**config.mk**
```make
export PLATFORM = sky130hd
export DESIGN_NAME = demux4_stream
export DESIGN_NICKNAME = d
export VERILOG_FILES = /design/src/rtl/demux4_stream.sv
export SDC_FILE = /design/constraint.sdc
export NUM_CORES = 1
export LEC_CHECK = 0
export CAP_MARGIN = 20
export CORE_MARGIN = 4
export CORE_UTILIZATION = 48
export DETAILED_ROUTE_END_ITERATION = 16
export GPL_TIMING_DRIVEN = 0
export MAX_ROUTING_LAYER = met4
export PLACE_DENSITY = 0.76
export SETUP_SLACK_MARGIN = 0.5
export SLEW_MARGIN = 25
export SYNTH_ARGS = -nofsm -noshare
export SYNTH_HDL_FRONTEND = slang
export SYNTH_SLANG_ARGS = --single-unit
```
**constraint.sdc**
```tcl
create_clock -name clk -period 2.1 [get_ports clk]
set_input_delay 0.42 -clock clk [delete_from_list [all_inputs] [get_ports clk]]
set_output_delay 0.42 -clock clk [all_outputs]
set_load 0.05 [all_outputs]
```
**src/rtl/demux4_stream.sv**
```systemverilog
// 1:4 stream demultiplexer: one valid/ready input routed by in_sel into four
// independent 2-entry FIFOs, each with a saturating accepted-word counter.
module demux4_stream #(
  parameter int DATA_W = 8,
  parameter int CNT_W  = 8
) (
  input  logic                clk,
  input  logic                rst,
  input  logic [DATA_W-1:0]   in_data,
  input  logic [1:0]          in_sel,
  input  logic                in_valid,
  output logic                in_ready,
  output logic [4*DATA_W-1:0] out_data,
  output logic [3:0]          out_valid,
  input  logic [3:0]          out_ready,
  output logic [4*CNT_W-1:0]  cnt
);

  logic [1:0]        occ_q  [4];
  logic [1:0]        occ_d  [4];
  logic [DATA_W-1:0] head_q [4];
  logic [DATA_W-1:0] head_d [4];
  logic [DATA_W-1:0] tail_q [4];
  logic [DATA_W-1:0] tail_d [4];
  logic [CNT_W-1:0]  cnt_q  [4];
  logic [CNT_W-1:0]  cnt_d  [4];
  logic [3:0]        out_valid_q;
  logic [3:0]        out_valid_d;
  logic [3:0]        full_s;
  logic [3:0]        push_s;
  logic [3:0]        pop_s;

  // in_valid gates every push, so an unknown in_sel/in_ready while idle never reaches state
  always_comb begin
    for (int k = 0; k < 4; k++) begin
      full_s[k] = (occ_q[k] == 2'd2);
    end
    in_ready = !rst && !full_s[in_sel];
    for (int k = 0; k < 4; k++) begin
      push_s[k] = in_valid && in_ready && (in_sel == 2'(k));
      pop_s[k]  = out_valid_q[k] && out_ready[k];
    end
  end

  always_comb begin
    for (int k = 0; k < 4; k++) begin
      occ_d[k]  = occ_q[k];
      head_d[k] = head_q[k];
      tail_d[k] = tail_q[k];
      cnt_d[k]  = cnt_q[k];
      case ({push_s[k], pop_s[k]})
        2'b10: begin
          if (occ_q[k] == 2'd0) begin
            head_d[k] = in_data;
          end else begin
            tail_d[k] = in_data;
          end
          occ_d[k] = occ_q[k] + 2'd1;
        end
        2'b01: begin
          head_d[k] = tail_q[k];
          occ_d[k]  = occ_q[k] - 2'd1;
        end
        2'b11: begin
          // occupancy unchanged; with one entry the new word replaces the head
          if (occ_q[k] == 2'd1) begin
            head_d[k] = in_data;
          end else begin
            head_d[k] = tail_q[k];
            tail_d[k] = in_data;
          end
        end
        default: begin
          occ_d[k] = occ_q[k];
        end
      endcase
      if (push_s[k] && (cnt_q[k] != {CNT_W{1'b1}})) begin
        cnt_d[k] = cnt_q[k] + {{(CNT_W-1){1'b0}}, 1'b1};
      end else begin
        cnt_d[k] = cnt_q[k];
      end
      out_valid_d[k] = (occ_d[k] != 2'd0);
    end
  end

  always_ff @(posedge clk) begin
    if (rst) begin
      for (int k = 0; k < 4; k++) begin
        occ_q[k]  <= 2'd0;
        head_q[k] <= {DATA_W{1'b0}};
        tail_q[k] <= {DATA_W{1'b0}};
        cnt_q[k]  <= {CNT_W{1'b0}};
      end
      out_valid_q <= 4'b0000;
    end else begin
      for (int k = 0; k < 4; k++) begin
        occ_q[k]  <= occ_d[k];
        head_q[k] <= head_d[k];
        tail_q[k] <= tail_d[k];
        cnt_q[k]  <= cnt_d[k];
      end
      out_valid_q <= out_valid_d;
    end
  end

  always_comb begin
    for (int k = 0; k < 4; k++) begin
      out_data[k*DATA_W +: DATA_W] = head_q[k];
      cnt[k*CNT_W +: CNT_W]        = cnt_q[k];
    end
    out_valid = out_valid_q;
  end

endmodule
```
==> Yosys cells after proc, flatten, opt, wreduce, memory -nomap -nowiden <==
Memory sizes are Yosys's and may differ from the RTL's.
Index checks and enable logic that the tools add are counted.
{ "op_classes": {"n_reduce_logical": 25, "mux": 53, "bitwise": 16, "magnitude_cmp": 1, "n_addsub": 12, "eq_ne": 27} }
{ "ops": {"columns": ["op", "n"], "rows": [
  ["8-bit 2-to-1 mux", 32],
  ["8-bit one-hot mux with 3 select lines", 4],
  ["8-bit one-hot mux with 2 select lines", 4],
  ["8-bit by 1-bit adder with 8-bit output, second input constant", 4],
  ["8-bit != test, second input constant", 4],
  ["2-bit equality test, second input constant", 14],
  ["2-bit by 1-bit equality test with 1-bit output, second input constant", 9],
  ["1-bit bitwise OR", 16],
  ["2-bit one-hot mux with 2 select lines", 4],
  ["1-bit logical AND", 14],
  ["2-bit zero test", 5],
  ["2-bit by 1-bit adder with 2-bit output, second input constant", 4],
  ["2-bit 2-to-1 mux", 4],
  ["2-bit nonzero test", 4],
  ["2-bit by 1-bit subtractor with 2-bit output, second input constant", 4],
  ["1-bit 2-to-1 mux", 4],
  ["2-bit by 3-bit less-than comparator with 1-bit output, second input constant", 1],
  ["1-bit binary-select mux with 2-bit select", 1],
  ["1-bit zero test", 2]
]} }
{ "totals": {"register_bits": 4, "memories": 4, "wordCells": 139, "ram_bits": 104} }
{ "memory_table": {"columns": ["name", "words", "word_bits", "read_ports", "rd_ports_with_merged_regs", "wr", "line", "source"], "rows": [
  ["cnt_q", 4, 8, 4, 0, 4, "25", "logic [CNT_W-1:0] cnt_q [4];"],
  ["head_q", 4, 8, 4, 0, 4, "21", "logic [DATA_W-1:0] head_q [4];"],
  ["tail_q", 4, 8, 4, 0, 4, "23", "logic [DATA_W-1:0] tail_q [4];"],
  ["occ_q", 4, 2, 4, 0, 4, "19", "logic [1:0] occ_q [4];"]
]} }

==> Logic depth before layout (Yosys ltp) <==
{ "depth": {"depth_word": 10, "ltp_mapped": 10, "depth_no_buf": 10} }

==> Least setup slack after synthesis <==
OpenSTA, ideal clock, no wires.
{ "synth_timing": {"path_type": "reg-to-output", "startpoint": "mem occ_q[1][0]", "endpoint": "out in_ready", "path_slack_ps": -59, "path_stages_with_launch": 5, "arrival_time_ps": 1739, "t_required_ps": 1680, "path_cell_list": "dfxtp_1 > inv_1 > ha_1 > mux4_1 > nor2_1"} }
{ "synth_lines": {"columns": ["element", "line", "source"], "rows": [
  ["from (decl)", "19", null],
  ["to (decl)", "12", "output logic in_ready,"]
]} }

==> impl_metrics.env <==
export IMPL_outcome="finished, violations left"
export IMPL_violations="setup timing"
export IMPL_grt_pass1_vias=5033
export IMPL_yosys_area_share_simple_pct=20.4
export IMPL_clock_latency_ps=390
export IMPL_syn_nets=606
export IMPL_worstSetupPathType="reg2out"
export IMPL_cts_root_buf="clkbuf_8"
export IMPL_cp_max_fo=3
export IMPL_die_area_um2=12200
export IMPL_cts_hold_buf=0
export IMPL_syn2layout_area_growth_pct=65.6
export IMPL_wire_per_inst_um=20.0
export IMPL_num_antenna_cells=0
export IMPL_skew_ps=13.9
export IMPL_final_nets=768
export IMPL_ys_ff_latch=108
export IMPL_relSlewSlack_pct=49.9
export IMPL_drtIter0Drc=334
export IMPL_synth_edf_count=0
export IMPL_drive_gt1_share_pct=51.8
export IMPL_max_stage_delay_ps=490
export IMPL_finalMaxSlewViolations=0
export IMPL_grt_first_pass_wirelength_um=25300
export IMPL_antenna_found_initial=0
export IMPL_rsz0062_at_grt="true"
export IMPL_finalCritPeriodShare_pct=102
export IMPL_max_freq_mhz=465
export IMPL_core_rowCount=37
export IMPL_path_cells="inv_2 > ha_4 > mux4_2 > nor2_4 > buf_6"
export IMPL_totalWireLength_um=17200
export IMPL_grt_max_degree=19
export IMPL_numClockSinks=108
export IMPL_power_leakage_uw=0.00324
export IMPL_critical_path_startpoint_type="flop"
export IMPL_ant_nets=0
export IMPL_gp_congestion=0.841
export IMPL_synth_compound_area_share_pct=15.4
export IMPL_setup_viol=2
export IMPL_groute_usage_overall_pct=25.6
export IMPL_overflow=0
export IMPL_critPathCaptureType="output pin"
export IMPL_synth_area_mux_share_pct=8.87
export IMPL_cts_buffers=9
export IMPL_seq_area_frac_synth_pct=42.9
export IMPL_cts_tree="built"
export IMPL_synth_xor_area_share_pct=0.695
export IMPL_io_buffers=77
export IMPL_synth_area_leader_cell="dfxtp_1"
export IMPL_cts_max_path_buffers=2
export IMPL_cts_htree_levels=3
export IMPL_layout_setup_ws_ps=-48.9
export IMPL_die_x_um=110
export IMPL_synth_top_family_by_area="simple AND/OR/NAND/NOR gates"
export IMPL_hold_path_class="reg2reg"
export IMPL_p_per_area_nw_per_um2=525
export IMPL_synth_fa_ha_area_share_pct=7.95
export IMPL_core_um2=10300
export IMPL_vias=5080
export IMPL_clkSlewWorstSetupHoldPaths_ps=100
export IMPL_avgSynthCellArea_um2=9.04
export IMPL_vias_per_cell=5.91
export IMPL_final_util_pct=81.2
export IMPL_maxCapViolCount=0
export IMPL_netlist_area_um2=5040
export IMPL_start_util_pct=49.0
export IMPL_tightest_slew_ps=751
export IMPL_synth_area_leaders="dfxtp_1 43%, mux2i_1 8.3%, ha_1 7.9%, nor2_1 6.6%, a221oi_1 5.6%"
export IMPL_top_level_ports=86
export IMPL_synthArstFlopShare_pct=0
export IMPL_die_h_um=110
export IMPL_yosysMostFrequentCell="dfxtp_1"
export IMPL_peakVddDrop_uv=518
export IMPL_drtPass1Iterations=5
export IMPL_yosys_most_used_dff="dfxtp_1"
export IMPL_hpwl_um=9920
export IMPL_required_ps=1680
export IMPL_holdWs_ps=496
export IMPL_synth_top_area_share_pct=42.9
export IMPL_period_minus_slack_ps=2150
export IMPL_hold_violations=0
export IMPL_dpl_worst_slack_ps=-1470
export IMPL_ys_warnings_count=0
export IMPL_synthCells=557
export IMPL_ys_top_cells_by_count="108 x dfxtp_1, 88 x nor2_1, 42 x mux2i_1, 36 x nor3_1"
export IMPL_critPathSlowestCell="mux4_2"
export IMPL_drc_errors=0
export IMPL_synth_cell_types=44
export IMPL_arrival_ps=1730
cell usage in the layout, fill, tap and decap left out, types with 5 or more instances in the layout:
cell type,n
inv_4,6
dfxtp_2,21
nor2_1,80
ha_4,22
nand2_2,5
clkbuf_8,10
nand2_4,9
clkdlybuf4s15_2,42
buf_1,11
buf_2,23
nor3_2,8
buf_12,8
dfxtp_4,12
nand2b_4,5
a221oi_4,11
clkbuf_4,5
buf_4,32
a221oi_2,21
nor2_4,6
inv_2,7
nand2_1,12
buf_6,38
nor3_1,27
a21oi_2,10
mux2i_1,38
nand4_1,7
inv_1,16
a21oi_1,10
nand3_1,15
o211ai_4,6
dfxtp_1,75
a21oi_4,6
o21ai_0,7
ha_1,9
flip-flops by register name, summed over array words and instances, names as in the netlist:
register   count
out_valid      4
tail_q        32
head_q        32
cnt_q         32
occ_q          8
area by class of cell:
cell class / count / area (um2)
multi-input cells: 399 / 3990
flip-flops and latches: 108 / 2230
fillers: 560 / 1930
repair buffers: 151 / 1490
well taps: 136 / 170
inverters: 29 / 129
clock buffers: 9 / 124
plain buffers: 21 / 109
clock inverters: 7 / 100
power by group:
group          total [uW]  internal [uW]  switching [uW]
clock                1440            679             758
sequential           2150           2100            50.6
combinational         794            299             495
timing repair:
| item | CTS | global route |
|---|---|---|
| resized for setup | 373 | 134 |
| endpoints found under the hold margin | 0 | 0 |
| buffers inserted | 47 | 27 |
| endpoints found under the setup margin | 177 | 116 |
| pin swaps | 99 | 65 |
per-layer routing:
layer / wire length [um] / GRT usage, %
met5: 0 / -
met4: 470 / 6.49
met3: 689 / 4.16
met2: 9150 / 45.0
met1: 6920 / 30.5
worst paths after layout:
| kind | to | slack (ps) | cells past startpoint | startpoint |
|---|---|---|---|---|
| max | in_ready | -50 | 5 | occ_q[2][0] |
| min reg2reg | cnt_q[0][13] | 500 | 2 | cnt_q[0][13] |
| min | cnt_q[0][13] | 500 | 2 | cnt_q[0][13] |
| max reg2reg | head_q[2][7] | -50 | 12 | occ_q[2][0] |
worst max-delay path: cells and delay by family (launching register included):
family	cells	cell delay (ps)
fa+ha+maj	1	170
mux	1	490
buf+inv	2	220
flops	1	370
simple gates	1	110
per-stage QoR:
| step | cells | area [um2] | setup TNS, ps | power [uW] |
|---|---|---|---|---|
| 3_5_place_dp | 770 | 6420 | -54990 | 2780 |
| 5_1_grt | 860 | 8340 | -327 | 4520 |
| 6_report | 860 | 8340 | -94.2 | 4380 |
| 3_3_place_gp | 770 | 6420 | -49600 | 2760 |
| 4_1_cts | 833 | 7730 | -43.6 | 4280 |
| 2_1_floorplan | 557 | 5480 | 0 | 2580 |
logic make-up (layout without fill, tap and decap cells):
logic type,count (synthesis),count (layout)
AND/OR/NAND/NOR,216,216
flip-flops,108,108
AO/OA/AOI/OAI,104,104
buffers and inverters,50,217
multiplexers,43,43
adder cells (fa/ha/maj),32,32
XOR/XNOR,4,4
(Power assumes the default switching activity.)
